[src/rtl/q2_panel_ctrl_if.sv]
// Core/memory side of the Q2 front-panel controller: P exchange, run gating and deposit writes.
interface q2_panel_ctrl_if #(
    parameter int WIDTH = 12
);
    logic [WIDTH-1:0] pc;
    logic             insn_done;
    logic             halt_det;
    logic             cpu_en;
    logic             pc_load;
    logic [WIDTH-1:0] pc_val;
    logic             mem_we;
    logic [WIDTH-1:0] mem_addr;
    logic [WIDTH-1:0] mem_wdata;

    modport master (
        input  pc, insn_done, halt_det,
        output cpu_en, pc_load, pc_val, mem_we, mem_addr, mem_wdata
    );

    modport slave (
        output pc, insn_done, halt_det,
        input  cpu_en, pc_load, pc_val, mem_we, mem_addr, mem_wdata
    );
endinterface

[src/rtl/q2_panel_ctrl.sv]
// Q2 front-panel and run controller: debounced buttons, deposit/incp/load
// sequencing and run/step/breakpoint gating of the core.
module q2_panel_ctrl #(
    parameter int WIDTH    = 12,
    parameter int DEBOUNCE = 16,
    parameter int HAS_BKPT = 1
) (
    input  logic                 clk,
    input  logic                 nrst,
    input  logic [WIDTH-1:0]     nsw,
    input  logic                 nstart_sw,
    input  logic                 nstop_sw,
    input  logic                 nstep_sw,
    input  logic                 ndep_sw,
    input  logic                 nincp_sw,
    input  logic                 nload_sw,
    input  logic                 nbrk_sw,
    q2_panel_ctrl_if.master      bus,
    output logic                 run,
    output logic                 halted,
    output logic                 bkpt_hit
);
    localparam int NBTN = 7;
    localparam int CW   = $clog2(DEBOUNCE);

    typedef enum logic [2:0] {
        ST_STOPPED, ST_RUNNING, ST_STEPPING, ST_STOPPING, ST_DEP_WR, ST_DEP_INC
    } state_t;

    state_t            state_q, state_d;
    logic [NBTN-1:0]   btn_n;
    logic [NBTN-1:0]   sync_p0, sync_p1, filt;
    logic [CW-1:0]     cnt [NBTN];
    logic [NBTN-1:0]   press, sel;
    logic [WIDTH-1:0]  sw, pc_val, mem_wdata, bkpt;
    logic              bkpt_en, pc_load;
    logic              do_start, do_dep, do_incp, do_load, do_brk, stop_halt, stop_bkpt;

    function automatic logic [WIDTH-1:0] wrap_inc(input logic [WIDTH-1:0] v);
        return v + 1'b1;
    endfunction

    // Bit order doubles as priority: lowest index wins.
    assign btn_n = {nbrk_sw, nload_sw, nincp_sw, ndep_sw, nstep_sw, nstart_sw, nstop_sw};
    assign sw    = ~nsw;
    assign sel   = press & (~press + 7'd1);

    // Stage p0/p1: synchroniser, then per-button stability counter
    always_ff @(posedge clk or negedge nrst) begin
        if (!nrst) begin
            sync_p0 <= '1;
            sync_p1 <= '1;
            filt    <= '1;
            press   <= '0;
            cnt     <= '{default: '0};
        end else begin
            sync_p0 <= btn_n;
            sync_p1 <= sync_p0;
            press   <= '0;
            for (int i = 0; i < NBTN; i++) begin
                if (sync_p1[i] == filt[i]) begin
                    cnt[i] <= '0;
                end else if (cnt[i] == CW'(DEBOUNCE - 1)) begin
                    filt[i]  <= sync_p1[i];
                    cnt[i]   <= '0;
                    press[i] <= ~sync_p1[i];
                end else begin
                    cnt[i] <= cnt[i] + 1'b1;
                end
            end
        end
    end

    always_comb begin
        state_d   = state_q;
        do_start  = 1'b0;
        do_dep    = 1'b0;
        do_incp   = 1'b0;
        do_load   = 1'b0;
        do_brk    = 1'b0;
        stop_halt = 1'b0;
        stop_bkpt = 1'b0;
        case (state_q)
            ST_STOPPED: begin
                if (sel[1]) begin
                    state_d  = ST_RUNNING;
                    do_start = 1'b1;
                end else if (sel[2]) begin
                    state_d = ST_STEPPING;
                end else if (sel[3]) begin
                    state_d = ST_DEP_WR;
                    do_dep  = 1'b1;
                end else if (sel[4]) begin
                    do_incp = 1'b1;
                end else if (sel[5]) begin
                    do_load = 1'b1;
                end else if (sel[6]) begin
                    do_brk = (HAS_BKPT != 0);
                end
            end
            ST_RUNNING: begin
                if (bus.halt_det) begin
                    state_d   = ST_STOPPED;
                    stop_halt = 1'b1;
                end else if (bus.insn_done && bkpt_en && bus.pc == bkpt) begin
                    state_d   = ST_STOPPED;
                    stop_bkpt = 1'b1;
                end else if (sel[0]) begin
                    state_d = ST_STOPPING;
                end
            end
            ST_STOPPING, ST_STEPPING: begin
                if (bus.halt_det) begin
                    state_d   = ST_STOPPED;
                    stop_halt = 1'b1;
                end else if (bus.insn_done) begin
                    state_d = ST_STOPPED;
                end
            end
            ST_DEP_WR:  state_d = ST_DEP_INC;
            ST_DEP_INC: state_d = ST_STOPPED;
            default:    state_d = ST_STOPPED;
        endcase
    end

    // Stage p2: state, panel registers and strobes
    always_ff @(posedge clk or negedge nrst) begin
        if (!nrst) begin
            state_q   <= ST_STOPPED;
            pc_val    <= '0;
            mem_wdata <= '0;
            bkpt      <= '0;
            bkpt_en   <= 1'b0;
            halted    <= 1'b0;
            bkpt_hit  <= 1'b0;
            pc_load   <= 1'b0;
        end else begin
            state_q <= state_d;
            pc_load <= 1'b0;
            if (do_start) begin
                halted   <= 1'b0;
                bkpt_hit <= 1'b0;
            end
            if (stop_halt) halted   <= 1'b1;
            if (stop_bkpt) bkpt_hit <= 1'b1;
            if (do_dep)    mem_wdata <= sw;
            // Tracking pauses while a strobe is out so the core's stale P cannot clobber it.
            if (do_load) begin
                pc_val  <= sw;
                pc_load <= 1'b1;
            end else if (do_incp || state_q == ST_DEP_INC) begin
                pc_val  <= wrap_inc(pc_val);
                pc_load <= 1'b1;
            end else if (state_q == ST_STOPPED && !pc_load) begin
                pc_val <= bus.pc;
            end
            if (do_brk) begin
                bkpt    <= sw;
                bkpt_en <= |sw;
            end
        end
    end

    assign bus.cpu_en    = (state_q == ST_RUNNING) || (state_q == ST_STOPPING) ||
                           (state_q == ST_STEPPING);
    assign run           = (state_q == ST_RUNNING) || (state_q == ST_STOPPING);
    assign bus.mem_we    = (state_q == ST_DEP_WR);
    assign bus.pc_load   = pc_load;
    assign bus.pc_val    = pc_val;
    assign bus.mem_addr  = pc_val;
    assign bus.mem_wdata = mem_wdata;
endmodule

[src/flat_wrapper.sv]
// flat-port wrapper written by rule: the top's interface ports become plain ports
module q2_panel_ctrl_flat 
#(
    parameter int WIDTH    = 12,
    parameter int DEBOUNCE = 16,
    parameter int HAS_BKPT = 1
)
  (clk, nrst, nsw, nstart_sw, nstop_sw, nstep_sw, ndep_sw, nincp_sw, nload_sw, nbrk_sw, run, halted, bkpt_hit, bus_pc, bus_insn_done, bus_halt_det, bus_cpu_en, bus_pc_load, bus_pc_val, bus_mem_we, bus_mem_addr, bus_mem_wdata);
  q2_panel_ctrl_if #(.WIDTH(WIDTH)) bus_i ();
  input  logic clk;
  input  logic nrst;
  input  logic [WIDTH-1:0] nsw;
  input  logic nstart_sw;
  input  logic nstop_sw;
  input  logic nstep_sw;
  input  logic ndep_sw;
  input  logic nincp_sw;
  input  logic nload_sw;
  input  logic nbrk_sw;
  output logic run;
  output logic halted;
  output logic bkpt_hit;
  input wire logic [$bits(bus_i.pc)-1:0] bus_pc;
  input wire logic [$bits(bus_i.insn_done)-1:0] bus_insn_done;
  input wire logic [$bits(bus_i.halt_det)-1:0] bus_halt_det;
  output wire logic [$bits(bus_i.cpu_en)-1:0] bus_cpu_en;
  output wire logic [$bits(bus_i.pc_load)-1:0] bus_pc_load;
  output wire logic [$bits(bus_i.pc_val)-1:0] bus_pc_val;
  output wire logic [$bits(bus_i.mem_we)-1:0] bus_mem_we;
  output wire logic [$bits(bus_i.mem_addr)-1:0] bus_mem_addr;
  output wire logic [$bits(bus_i.mem_wdata)-1:0] bus_mem_wdata;
  assign bus_i.pc = bus_pc;
  assign bus_i.insn_done = bus_insn_done;
  assign bus_i.halt_det = bus_halt_det;
  assign bus_cpu_en = bus_i.cpu_en;
  assign bus_pc_load = bus_i.pc_load;
  assign bus_pc_val = bus_i.pc_val;
  assign bus_mem_we = bus_i.mem_we;
  assign bus_mem_addr = bus_i.mem_addr;
  assign bus_mem_wdata = bus_i.mem_wdata;
  q2_panel_ctrl #(.WIDTH(WIDTH), .DEBOUNCE(DEBOUNCE), .HAS_BKPT(HAS_BKPT)) u_core (.clk(clk), .nrst(nrst), .nsw(nsw), .nstart_sw(nstart_sw), .nstop_sw(nstop_sw), .nstep_sw(nstep_sw), .ndep_sw(ndep_sw), .nincp_sw(nincp_sw), .nload_sw(nload_sw), .nbrk_sw(nbrk_sw), .bus(bus_i), .run(run), .halted(halted), .bkpt_hit(bkpt_hit));
endmodule
[config.mk]
export PLATFORM = sky130hd
export DESIGN_NAME = q2_panel_ctrl_flat
export DESIGN_NICKNAME = d
export VERILOG_FILES = /design/src/rtl/q2_panel_ctrl_if.sv /design/src/rtl/q2_panel_ctrl.sv /design/src/flat_wrapper.sv
export SDC_FILE = /design/constraint.sdc
export NUM_CORES = 1
export LEC_CHECK = 0
export ABC_AREA = 1
export ABC_CLOCK_PERIOD_IN_PS = 2300
export CAP_MARGIN = 0
export CORE_UTILIZATION = 53
export CTS_CLUSTER_DIAMETER = 50
export CTS_CLUSTER_SIZE = 14
export DETAILED_ROUTE_END_ITERATION = 10
export PLACE_DENSITY = 0.77
export SYNTH_ARGS = -nofsm -noshare
export SYNTH_HDL_FRONTEND = slang
export SYNTH_SLANG_ARGS = --single-unit
[constraint.sdc]
create_clock -name clk -period 2.3 [get_ports clk]
set_clock_uncertainty 0.2 [all_clocks]
set_input_delay 0.46 -clock clk [delete_from_list [all_inputs] [get_ports clk]]
set_output_delay 0.46 -clock clk [all_outputs]
set_load 0.005 [all_outputs]
==> key figures <==
Clock tree
  • CTS tree: done
  • TritonCTS buffer count: 9
  • Clock root buffer: clkbuf_8
  • Maximum clock insertion buffer count: 2
  • Clk sinks: 99
  • Clock Latency Late Sink: 0.37 ns
  • H-Tree Depth: 3
  • Clk pin slew, worst setup/hold paths: 0.10 ns

Timing
  • Crit share post-route: 93.5%
  • RSZ-0062 raised after global routing: no
  • Slew Limit Fails: 0
  • Hold Fails Final Rpt: 0
  • Max Clk Rate: 0.465 GHz
  • Normalized max-slew margin: 70.2%
  • Minimum clock period after layout: 2.15 ns
  • Setup TNS: 0 ns
  • Setup Viol. Count Final: 0
  • Slew @ Worst Pin: 0.443 ns

Finish
  • Synth-to-layout area growth: 23.0%
  • Antenna Cells: 0
  • Commonest non-fill, non-tap cells in the layout: nand2_1 (123), dfrtp_1 (78), clkdlybuf4s50_1 (73)
  • Layout cell share with drive strength beyond 1: 10.6%
  • Finished Layout Cells: 730
  • FF/Latch Area: 0.00250 sq mm
  • Layout fillers: 687
  • Final net count: 663
  • Footprint of the multi-input gates: 0.00176 sq mm
  • Most common cell after layout, fill and taps aside: nand2_1

Placed design
  • # placed instances: 711
  • Routability cong.: 0.922
  • IO Port Bufs: 76
  • Dpl hpwl: 7620 um

Logic synthesis
  • Async S/R FF share, synth: 100%
  • Simple-Gate Fraction of Synth Area: 24.3%
  • Seq/Total Area, Yosys: 53.7%
  • Yosys warns: 0
  • Syn Inst Count: 542
  • Mapped Area: 0.00466 sq mm
  • Synth Register Bits: 99
  • Unique masters post-synth: 32
  • Synth Net Count: 585
  • Multiplexer share of the synthesized area: 0%
  • Largest family of logic cells by synthesized area: simple AND/OR/NAND/NOR gates
  • Most frequently used flop master after synthesis: dfrtp_1
  • Xor/xnor share of the synthesized area: 3.76%
  • Post-synthesis compound-gate area fraction: 7.30%
  • EDFF count, synth: 0
  • Adder-Cell Fraction of Synth Area: 2.15%
  • Syn avg cell area: 8.60 sq um

Global route
  • Gr ovfl total: 0
  • GRT busiest layer: met2
  • Tot GR Track Use: 24.0%
  • Met3 usage: 3.32%
  • Antenna violations before repair: 0
  • GR Util met1: 27.1%
  • First-pass GRT wire length: 16500 um
  • Met2 usage: 44.7%
  • Largest net degree at the start of global routing: 48
  • Vias in the first global route: 3732

Floorplan
  • IO Count: 77
  • Chip width: 95.8 um
  • Core Rows: 33
  • Total core area: 0.00838 sq mm
  • Die H: 95.8 um
  • Die area: 0.00917 sq mm
  • Initial Utilization: 55.6%

Power
  • Power per cell area: 585 mW/mm^2
  • VDD IR max: 0.377 mV
  • LEAKAGE: 2.73 nW

Setup path
  • Crit end category: primary output
  • Critical path endpoint: run
  • Crit path kind: reg -> out
  • R2r setup slk: 0.20 ns
  • Setup crit start: u_core.state_q[2]
  • Worst stage delay on the critical path: 0.52 ns
  • CP Max Fanout: 5
  • R2R Path End: u_core.bus.mem_addr[0]
  • R2R cell count: 11
  • Slowest-stage cell, CP: clkdlybuf4s50_1
  • Worst path cell trace: nor2_1 -> clkdlybuf4s50_1
  • R2r startpoint: u_core.state_q[0]
  • WP data required: 1.64 ns
  • Crit path DAT: 1.49 ns
  • Worst Setup Start Kind: flip-flop

Detailed routing
  • Vias per cell: 5.18
  • DR pass1 iterations: 5
  • ANT nets after route: 0
  • DRT Wirelength: 10100 um
  • Per-cell routed wire length: 13.9 um
  • DRC viols: 0
  • Via count: 3783
  • DRT iter0 DRCs: 205

Run status
  • Status: completed

Run
  • Max Cap Viol: 0

Min path
  • Hold Crit Class: reg -> reg
## synthesized netlist by cell type, drive strengths merged, types with 6 or more instances
| cell type | instances | area [sq um] |
|---|---|---|
| nand2 | 125 | 479 |
| dfrtp | 78 | 1950 |
| inv | 73 | 274 |
| nor2 | 70 | 280 |
| a21oi | 30 | 150 |
| o21ai | 27 | 139 |
| nand3 | 25 | 125 |
| dfstp | 21 | 552 |
| buf | 17 | 126 |
| nor3 | 13 | 76.3 |
| or2 | 11 | 68.8 |
| xnor2 | 11 | 96.3 |
| xor2 | 9 | 78.8 |
| ha | 8 | 100 |
| nor3b | 7 | 52.6 |
| nand4 | 6 | 37.5 |
| o211ai | 6 | 45.0 |
## stage by stage
| stage | util, % | instance area (sq um) | total power [W] | setup slack (ns) | hold WS, ns |
|---|---|---|---|---|---|
| 6_report | 68.4 | 5730 | 0.00335 | 0.149 | 0.159 |
| 2_1_floorplan | - | 4660 | 0.00200 | 0.623 | -0.0356 |
| 3_5_place_dp | 65.4 | 5480 | 0.00218 | 0.0685 | 0.147 |
| 4_1_cts | 68.3 | 5730 | 0.00339 | 0.0337 | 0.161 |
| 5_1_grt | 68.4 | 5730 | 0.00349 | 0.0593 | 0.165 |
| 3_3_place_gp | 65.4 | 5480 | 0.00217 | 0.105 | 0.146 |
## what timing repair did
action | in CTS | in global routing
endpoints found under the hold margin | 16 | 0
endpoints found under the setup margin | 1 | 1
resized for setup | 3 | 1
pin swaps | 1 | 0
hold buffers | 1 | 0
setup buffers | 2 | 0
## metal layers
| layer | vias up | part of all wire [%] |
|---|---|---|
| li1 | 1854 | - |
| met1 | 1815 | 41 |
| met2 | 92 | 52 |
| met3 | 22 | 4.5 |
| met4 | 0 | 2.4 |
| met5 | - | 0 |
## critical path: cells and delay by family (launching register included)
family        cells  cell delay (ns)
simple gates      1             0.16
buf+inv           1             0.52
flops             1             0.45
## report_power, final
part / internal (W) / switching [W]
logic: 0.000150 / 0.000149
registers: 0.00180 / 0.0000472
clock network: 0.000558 / 0.000648
## sequential cells by signal (all words and copies together) (netlist names), 3 cells and up
name	flops
u_core.filt	7
u_core.state_q	3
u_core.bus.mem_addr	12
u_core.sync_p0	7
u_core.cnt	28
u_core.press	7
u_core.bkpt	12
u_core.bus.mem_wdata	12
u_core.sync_p1	7
## area by class of cell
cell class / instances / share of cell area (%)
flip-flops and latches: 99 / 43.7
multi-input cells: 351 / 30.6
repair buffers: 86 / 14.8
inverters: 73 / 4.78
clock buffers: 10 / 2.40
well taps: 105 / 2.29
clock inverters: 6 / 1.38
## worst min-delay path by stage
stage,start,to,slack [ns],cells past startpoint
global route,u_core.sync_p0[2],u_core.sync_p1[2],0.16,0
floorplan,nrst,u_core.bkpt[0],-0.04,0
finish,u_core.sync_p0[5],u_core.sync_p1[5],0.16,0
detailed placement,nrst,u_core.bus.mem_wdata[9],0.15,1
CTS,u_core.sync_p0[5],u_core.sync_p1[5],0.16,0
global placement,nrst,u_core.bus.mem_wdata[8],0.15,1
## kinds of logic (layout without fill, tap and decap cells)
family / Yosys count / in the layout
AO/OA/AOI/OAI: 64 / 64
XOR/XNOR: 20 / 20
adder cells (fa/ha/maj): 8 / 8
buffers and inverters: 92 / 175
flip-flops: 99 / 99
AND/OR/NAND/NOR: 259 / 259
Power figures use the tool's default switching activity.
